### src/rtl/perm_pkg.sv
// Shared constants and types for the Keccak permutation datapath.
// The state word is handled as NUM_CHUNKS indexed chunks of CHUNK_W bits.
package perm_pkg;

  localparam int CHUNK_W    = 200;
  localparam int NUM_CHUNKS = 8;
  localparam int IX_W       = $clog2(NUM_CHUNKS);
  localparam int STATE_W    = CHUNK_W * NUM_CHUNKS;

  typedef logic [CHUNK_W-1:0] chunk_t;
  typedef logic [STATE_W-1:0] state_t;
  typedef logic [IX_W-1:0]    ix_t;

  typedef enum logic {
    IDLE,
    SEND
  } ser_state_e;

  localparam ix_t LAST_IX = ix_t'(NUM_CHUNKS - 1);

endpackage

### src/rtl/perm_dout_ser_if.sv
// Bundle of upstream word handshake and downstream chunk stream for perm_dout_ser.
// The slave modport is the serializer's view; master is the surrounding logic.
interface perm_dout_ser_if import perm_pkg::*; ();

  logic   pushin;
  state_t sin;
  logic   busy;
  ix_t    doutix;
  chunk_t dout;
  logic   pushout;
  logic   stopin;
  logic   overrun;

  modport slave (
    input  pushin, sin, stopin,
    output busy, doutix, dout, pushout, overrun
  );

  modport master (
    output pushin, sin, stopin,
    input  busy, doutix, dout, pushout, overrun
  );

endinterface

### src/rtl/perm_chunk_sel.sv
// Combinational NUM_CHUNKS:1 mux picking chunk ix out of a held state word.
module perm_chunk_sel import perm_pkg::*; (
  input  state_t hold,
  input  ix_t    ix,
  output chunk_t chunk
);

  // Constant-base slices keep the select a plain mux rather than a shifter.
  always_comb begin
    chunk = '0;
    for (int k = 0; k < NUM_CHUNKS; k++) begin
      if (ix == ix_t'(k)) chunk = hold[k*CHUNK_W +: CHUNK_W];
    end
  end

endmodule

### src/rtl/perm_dout_ser.sv
// Serializes one accepted 1600-bit state word into 8 indexed 200-bit chunks,
// with downstream stall, back-to-back acceptance on the last chunk and a sticky overrun flag.
module perm_dout_ser import perm_pkg::*; (
  input  logic            clk,
  input  logic            reset,
  perm_dout_ser_if.slave  bus
);

  ser_state_e state_q, state_d;
  ix_t        cnt_q, cnt_d;
  state_t     hold_q;
  logic       overrun_q;
  logic       load;
  logic       last;
  logic       xfer;
  logic       busy;
  logic       accept;

  assign last   = (cnt_q == LAST_IX);
  assign xfer   = (state_q == SEND) && !bus.stopin;
  // Ready again on the cycle the final chunk leaves, so words can chain without a gap.
  assign busy   = (state_q == SEND) && !(last && !bus.stopin);
  assign accept = bus.pushin && !busy;

  // NOTE: every output of this block gets a default first so no path leaves it unassigned and no latch is inferred.
  always_comb begin
    state_d = state_q;
    cnt_d   = cnt_q;
    load    = 1'b0;
    unique case (state_q)
      IDLE: begin
        if (accept) begin
          load    = 1'b1;
          cnt_d   = '0;
          state_d = SEND;
        end
      end
      SEND: begin
        if (xfer) begin
          if (last) begin
            cnt_d = '0;
            if (accept) load    = 1'b1;
            else        state_d = IDLE;
          end else begin
            cnt_d = cnt_q + ix_t'(1);
          end
        end
      end
      default: state_d = IDLE;
    endcase
  end

  // NOTE: sequential state uses non-blocking assignments so every register samples pre-edge values.
  always_ff @(posedge clk) begin
    if (reset) begin
      state_q   <= IDLE;
      cnt_q     <= '0;
      // NOTE: the wide hold register is reset too, so dout reads zero after reset instead of a stale word.
      hold_q    <= '0;
      overrun_q <= 1'b0;
    end else begin
      state_q   <= state_d;
      cnt_q     <= cnt_d;
      overrun_q <= overrun_q | (bus.pushin & busy);
      if (load) hold_q <= bus.sin;
    end
  end

  perm_chunk_sel u_sel (
    .hold  (hold_q),
    .ix    (cnt_q),
    .chunk (bus.dout)
  );

  assign bus.busy    = busy;
  assign bus.pushout = (state_q == SEND);
  assign bus.doutix  = cnt_q;
  assign bus.overrun = overrun_q;

endmodule

### src/flat_wrapper.sv
// flat-port wrapper written by rule: the top's interface ports become plain ports
module perm_dout_ser_flat import perm_pkg::*;
  (clk, reset, bus_pushin, bus_sin, bus_stopin, bus_busy, bus_doutix, bus_dout, bus_pushout, bus_overrun);
  perm_dout_ser_if bus_i ();
  input  logic clk;
  input  logic reset;
  input wire logic [$bits(bus_i.pushin)-1:0] bus_pushin;
  input wire logic [$bits(bus_i.sin)-1:0] bus_sin;
  input wire logic [$bits(bus_i.stopin)-1:0] bus_stopin;
  output wire logic [$bits(bus_i.busy)-1:0] bus_busy;
  output wire logic [$bits(bus_i.doutix)-1:0] bus_doutix;
  output wire logic [$bits(bus_i.dout)-1:0] bus_dout;
  output wire logic [$bits(bus_i.pushout)-1:0] bus_pushout;
  output wire logic [$bits(bus_i.overrun)-1:0] bus_overrun;
  assign bus_i.pushin = bus_pushin;
  assign bus_i.sin = bus_sin;
  assign bus_i.stopin = bus_stopin;
  assign bus_busy = bus_i.busy;
  assign bus_doutix = bus_i.doutix;
  assign bus_dout = bus_i.dout;
  assign bus_pushout = bus_i.pushout;
  assign bus_overrun = bus_i.overrun;
  perm_dout_ser u_core (.clk(clk), .reset(reset), .bus(bus_i));
endmodule
### config.mk
export PLATFORM = sky130hd
export DESIGN_NAME = perm_dout_ser_flat
export DESIGN_NICKNAME = d
export VERILOG_FILES = /design/src/rtl/perm_pkg.sv /design/src/rtl/perm_dout_ser_if.sv /design/src/rtl/perm_chunk_sel.sv /design/src/rtl/perm_dout_ser.sv /design/src/flat_wrapper.sv
export SDC_FILE = /design/constraint.sdc
export NUM_CORES = 2
export LEC_CHECK = 0
export BUFFER_PORTS_ARGS = -buffer_cell sky130_fd_sc_hd__buf_2
export CAP_MARGIN = 5
export CELL_PAD_IN_SITES_DETAIL_PLACEMENT = 1
export CELL_PAD_IN_SITES_GLOBAL_PLACEMENT = 1
export CORE_AREA = 2 2 701 703
export DETAILED_ROUTE_END_ITERATION = 16
export DIE_AREA = 0 0 703 705
export PLACE_DENSITY = 0.48
export SETUP_SLACK_MARGIN = 0.02
export SLEW_MARGIN = 20
export SYNTH_ARGS = -nofsm -noshare
export SYNTH_HDL_FRONTEND = slang
export SYNTH_SLANG_ARGS = --single-unit
export TNS_END_PERCENT = 30
### constraint.sdc
create_clock -name clk -period 4.3 [get_ports clk]
set_clock_uncertainty 0.1 [all_clocks]
set_input_delay 0.86 -clock clk [delete_from_list [all_inputs] [get_ports clk]]
set_output_delay 0.86 -clock clk [all_outputs]
set_load 0.005 [all_outputs]
==> impl_metrics.py <==
metrics = {
    "run_status": {
        "outcome": "complete, but fails checks",
        "violations": "negative setup slack",
    },
    "route": {
        "drt-total-wl_mm": 529,
        "avgViaCountPerCell": 4.37,
        "vias": 82208,
        "ant_nets": 0,
        "dr.pass1.iters": 6,
        "drt_iter0_drc": 6796,
        "drc_errors": 0,
        "wl_per_cell_um": 28.1,
    },
    "logic_synthesis": {
        "ys_seq_elements": 1605,
        "synthXorXnorAreaFrac_pct": 0,
        "synth_seq_area_share_pct": 44.8,
        "synth_top_family_by_area": "compound AO/OA/AOI/OAI gates",
        "syn_area_um2": 71800,
        "yosys_warnings": 0,
        "synth_nets": 11759,
        "synth_compound_area_share_pct": 24.8,
        "synth_fa_ha_area_share_pct": 0.105,
        "postSynthAreaPerCell_um2": 7.07,
        "synth_cell_types": 27,
        "netlist_instances": 10149,
        "synthSimpleGateAreaFrac_pct": 22.1,
        "muxShareOfSynthArea_pct": 0.0140,
    },
    "placement": {
        "routabilityCongestion": 0.899,
        "place_ws_ns": 0.0892,
        "place_inst": 17850,
        "portBuffers": 1809,
        "dp_hpwl_mm": 405,
    },
    "die": {
        "initial_core_util_pct": 14.7,
        "io-pin-count": 1810,
        "die_x_um": 703,
        "coreArea_um2": 488000,
        "die_h_um": 705,
        "std_cell_rows": 257,
        "die_area_um2": 496000,
    },
    "timing": {
        "setup_viol": 20,
        "rsz0062_at_grt": "yes",
        "max_slew.worst_pin.slew_ns": 0.886,
        "setup_ws_ns": -0.0702,
        "finalWorstPathRequiredPeriod_ns": 4.37,
        "slew_violations": 0,
        "finalHoldViolations": 0,
        "slew_headroom_pct": 40.9,
        "finalCritPeriodShare_pct": 102,
        "max_clock_freq_ghz": 0.229,
    },
    "global_routing": {
        "grt_pass1_vias": 80565,
        "overflow": 0,
        "antenna_found_initial": 367,
        "grt_max_degree": 140,
        "grt_pass1_wl_mm": 696,
        "gr-usage-all-layers_pct": 20.1,
    },
    "layout": {
        "final_layout_size_suffix_gt1_share_pct": 22.3,
        "fill_cells": 59344,
        "nNetsFinal": 13635,
        "stdcell_count": 18817,
        "area_growth_pct": 42.6,
    },
    "worst_setup_path": {
        "critPathLaunchType": "flop",
        "crit_path_end_kind": "output pin",
        "required_ns": 3.34,
        "arrival_ns": 3.41,
        "crit_type": "reg -> out",
        "path_max_fanout": 29,
    },
    "clock_network": {
        "root_buffer": "clkbuf_16",
        "cts.path.max_buffers": 4,
        "cts.clk_slew.worst_paths_ns": 0.07,
        "htree_levels": 4,
        "cts_made_buffers": 213,
        "worstSkewPairLatency_ns": 0.92,
        "cts_tree": "built",
        "cts.sinks": 1605,
    },
    "min_path": {
        "hold_class": "in -> reg",
    },
    "power_and_ir_drop": {
        "vdd_ir_drop_max_mv": 0.346,
        "power_density_nw_per_um2": 401,
        "p_leak_nw": 39.0,
    },
    "job": {
        "drv_cap": 0,
    },
}
[metal layers]
metal,vias up,part of all wire [%],track usage (%)
met3,957,6.7,4.61
met1,40682,46,27.6
met5,-,0.15,0
met4,122,4.0,7.29
met2,2777,43,30.5
li1,37670,-,-
[through the flow]
| step | TNS, ns | power, mW | hold slack [ns] | util, % | instance area, um2 |
|---|---|---|---|---|---|
| 6_report | -0.580 | 41.0 | 0.103 | 21.0 | 102000 |
| 5_1_grt | -9.00 | 42.5 | 0.0436 | 20.9 | 102000 |
| 4_1_cts | -11.79 | 41.5 | 0.0000435 | 20.7 | 101000 |
| 3_5_place_dp | 0 | 21.7 | 0.347 | 18.1 | 88400 |
| 3_3_place_gp | -0.139 | 21.7 | 0.342 | 18.1 | 88400 |
| 2_1_floorplan | 0 | 18.8 | 0.331 | - | 71800 |
[cell families after synthesis]
logic type | count (synthesis)
flip-flops | 1605
AND/OR/NAND/NOR | 4215
adder cells (fa/ha/maj) | 6
multiplexers | 1
AO/OA/AOI/OAI | 3006
buffers and inverters | 1316
[final timing paths]
check	from	cells after the start	end	slack, ns
worst max-delay path	u_core.bus.doutix[0]$_SDFFE_PP0P_	8	bus_dout[83]	-0.07
worst min-delay path	bus_sin[482]	3	u_core.hold_q[482]$_SDFFE_PP0P_	0.10
worst max register to register	u_core.bus.doutix[2]$_SDFFE_PP0P_	8	u_core.hold_q[647]$_SDFFE_PP0P_	1.10
worst min register to register	u_core.hold_q[1019]$_SDFFE_PP0P_	2	u_core.hold_q[1019]$_SDFFE_PP0P_	0.35
[final cells by class]
| type | instances | area, um2 | share of cell area [%] |
|---|---|---|---|
| multi-input combinational | 7228 | 34900 | 34.1 |
| tap | 6475 | 8100 | 7.92 |
| clock buffer | 313 | 6210 | 6.07 |
| clock inverter | 70 | 1060 | 1.03 |
| antenna | 149 | 373 | 0.364 |
| timing repair buffer | 2573 | 18000 | 17.6 |
| sequential | 1605 | 32100 | 31.4 |
| inverter | 404 | 1520 | 1.49 |
[state kept, by name, indices dropped and copies added, names as in the netlist]
| name | flops |
|---|---|
| u_core.bus.doutix | 3 |
| u_core.bus.overrun | 1 |
| u_core.bus.pushout | 1 |
| u_core.hold_q | 1600 |
[cells in the mapped netlist, drive strengths merged]
master	count	area [um2]
a2111oi	1	8.76
a21oi	1803	9020
a221o	199	1990
a221oi	200	1750
a22oi	202	1520
and2	1	6.26
and2b	1	10.0
buf	508	2840
clkbuf	404	1520
dfxtp	1605	32100
ha	6	75.1
inv	404	1520
mux2i	1	10.0
nand2	3999	15000
nand3b	2	15.0
nor2	208	781
nor2b	2	12.5
nor3	1	5.00
nor3b	1	7.51
o21a	1	7.51
o21ai	400	2010
o31ai	200	1500
[critical path: stages, from the launching register on]
cell and delay, ns:
dfxtp_4 0.36, ha_4 0.16, ha_4 0.18, nor3_2 0.29, buf_12 0.27, buf_12 0.25, a21oi_1 0.14, o31ai_4 0.47
buf_2 0.21
[report_power, final]
group / internal, mW / total, mW / switching [mW]
clock network: 11.2 / 19.1 / 7.89
logic: 2.03 / 5.46 / 3.43
registers: 15.7 / 16.4 / 0.725
[layout by cell type, fill, tap and decap left out, drive strengths merged, types with 4 or more instances in the layout]
cell type,netlist,layout
nand2,3999,3999
buf,508,2196
a21oi,1803,1803
dfxtp,1605,1605
inv,404,415
o21ai,400,400
dlygate4sd3,0,363
clkbuf,404,323
nor2,208,208
a22oi,202,202
a221oi,200,200
o31ai,200,200
a221o,199,199
diode,0,149
clkinv,0,31
bufinv,0,20
clkinvlp,0,8
ha,6,6
bufbuf,0,4
[timing repair]
action / CTS / global route
pin swaps: 129 / 58
resized for setup: 228 / 99
hold endpoints to repair: 363 / 0
setup buffers: 34 / 20
hold buffers: 363 / 0
endpoints found under the setup margin: 200 / 181
cloned: 12 / 10
Note: power is estimated with default switching activity, not from simulation.
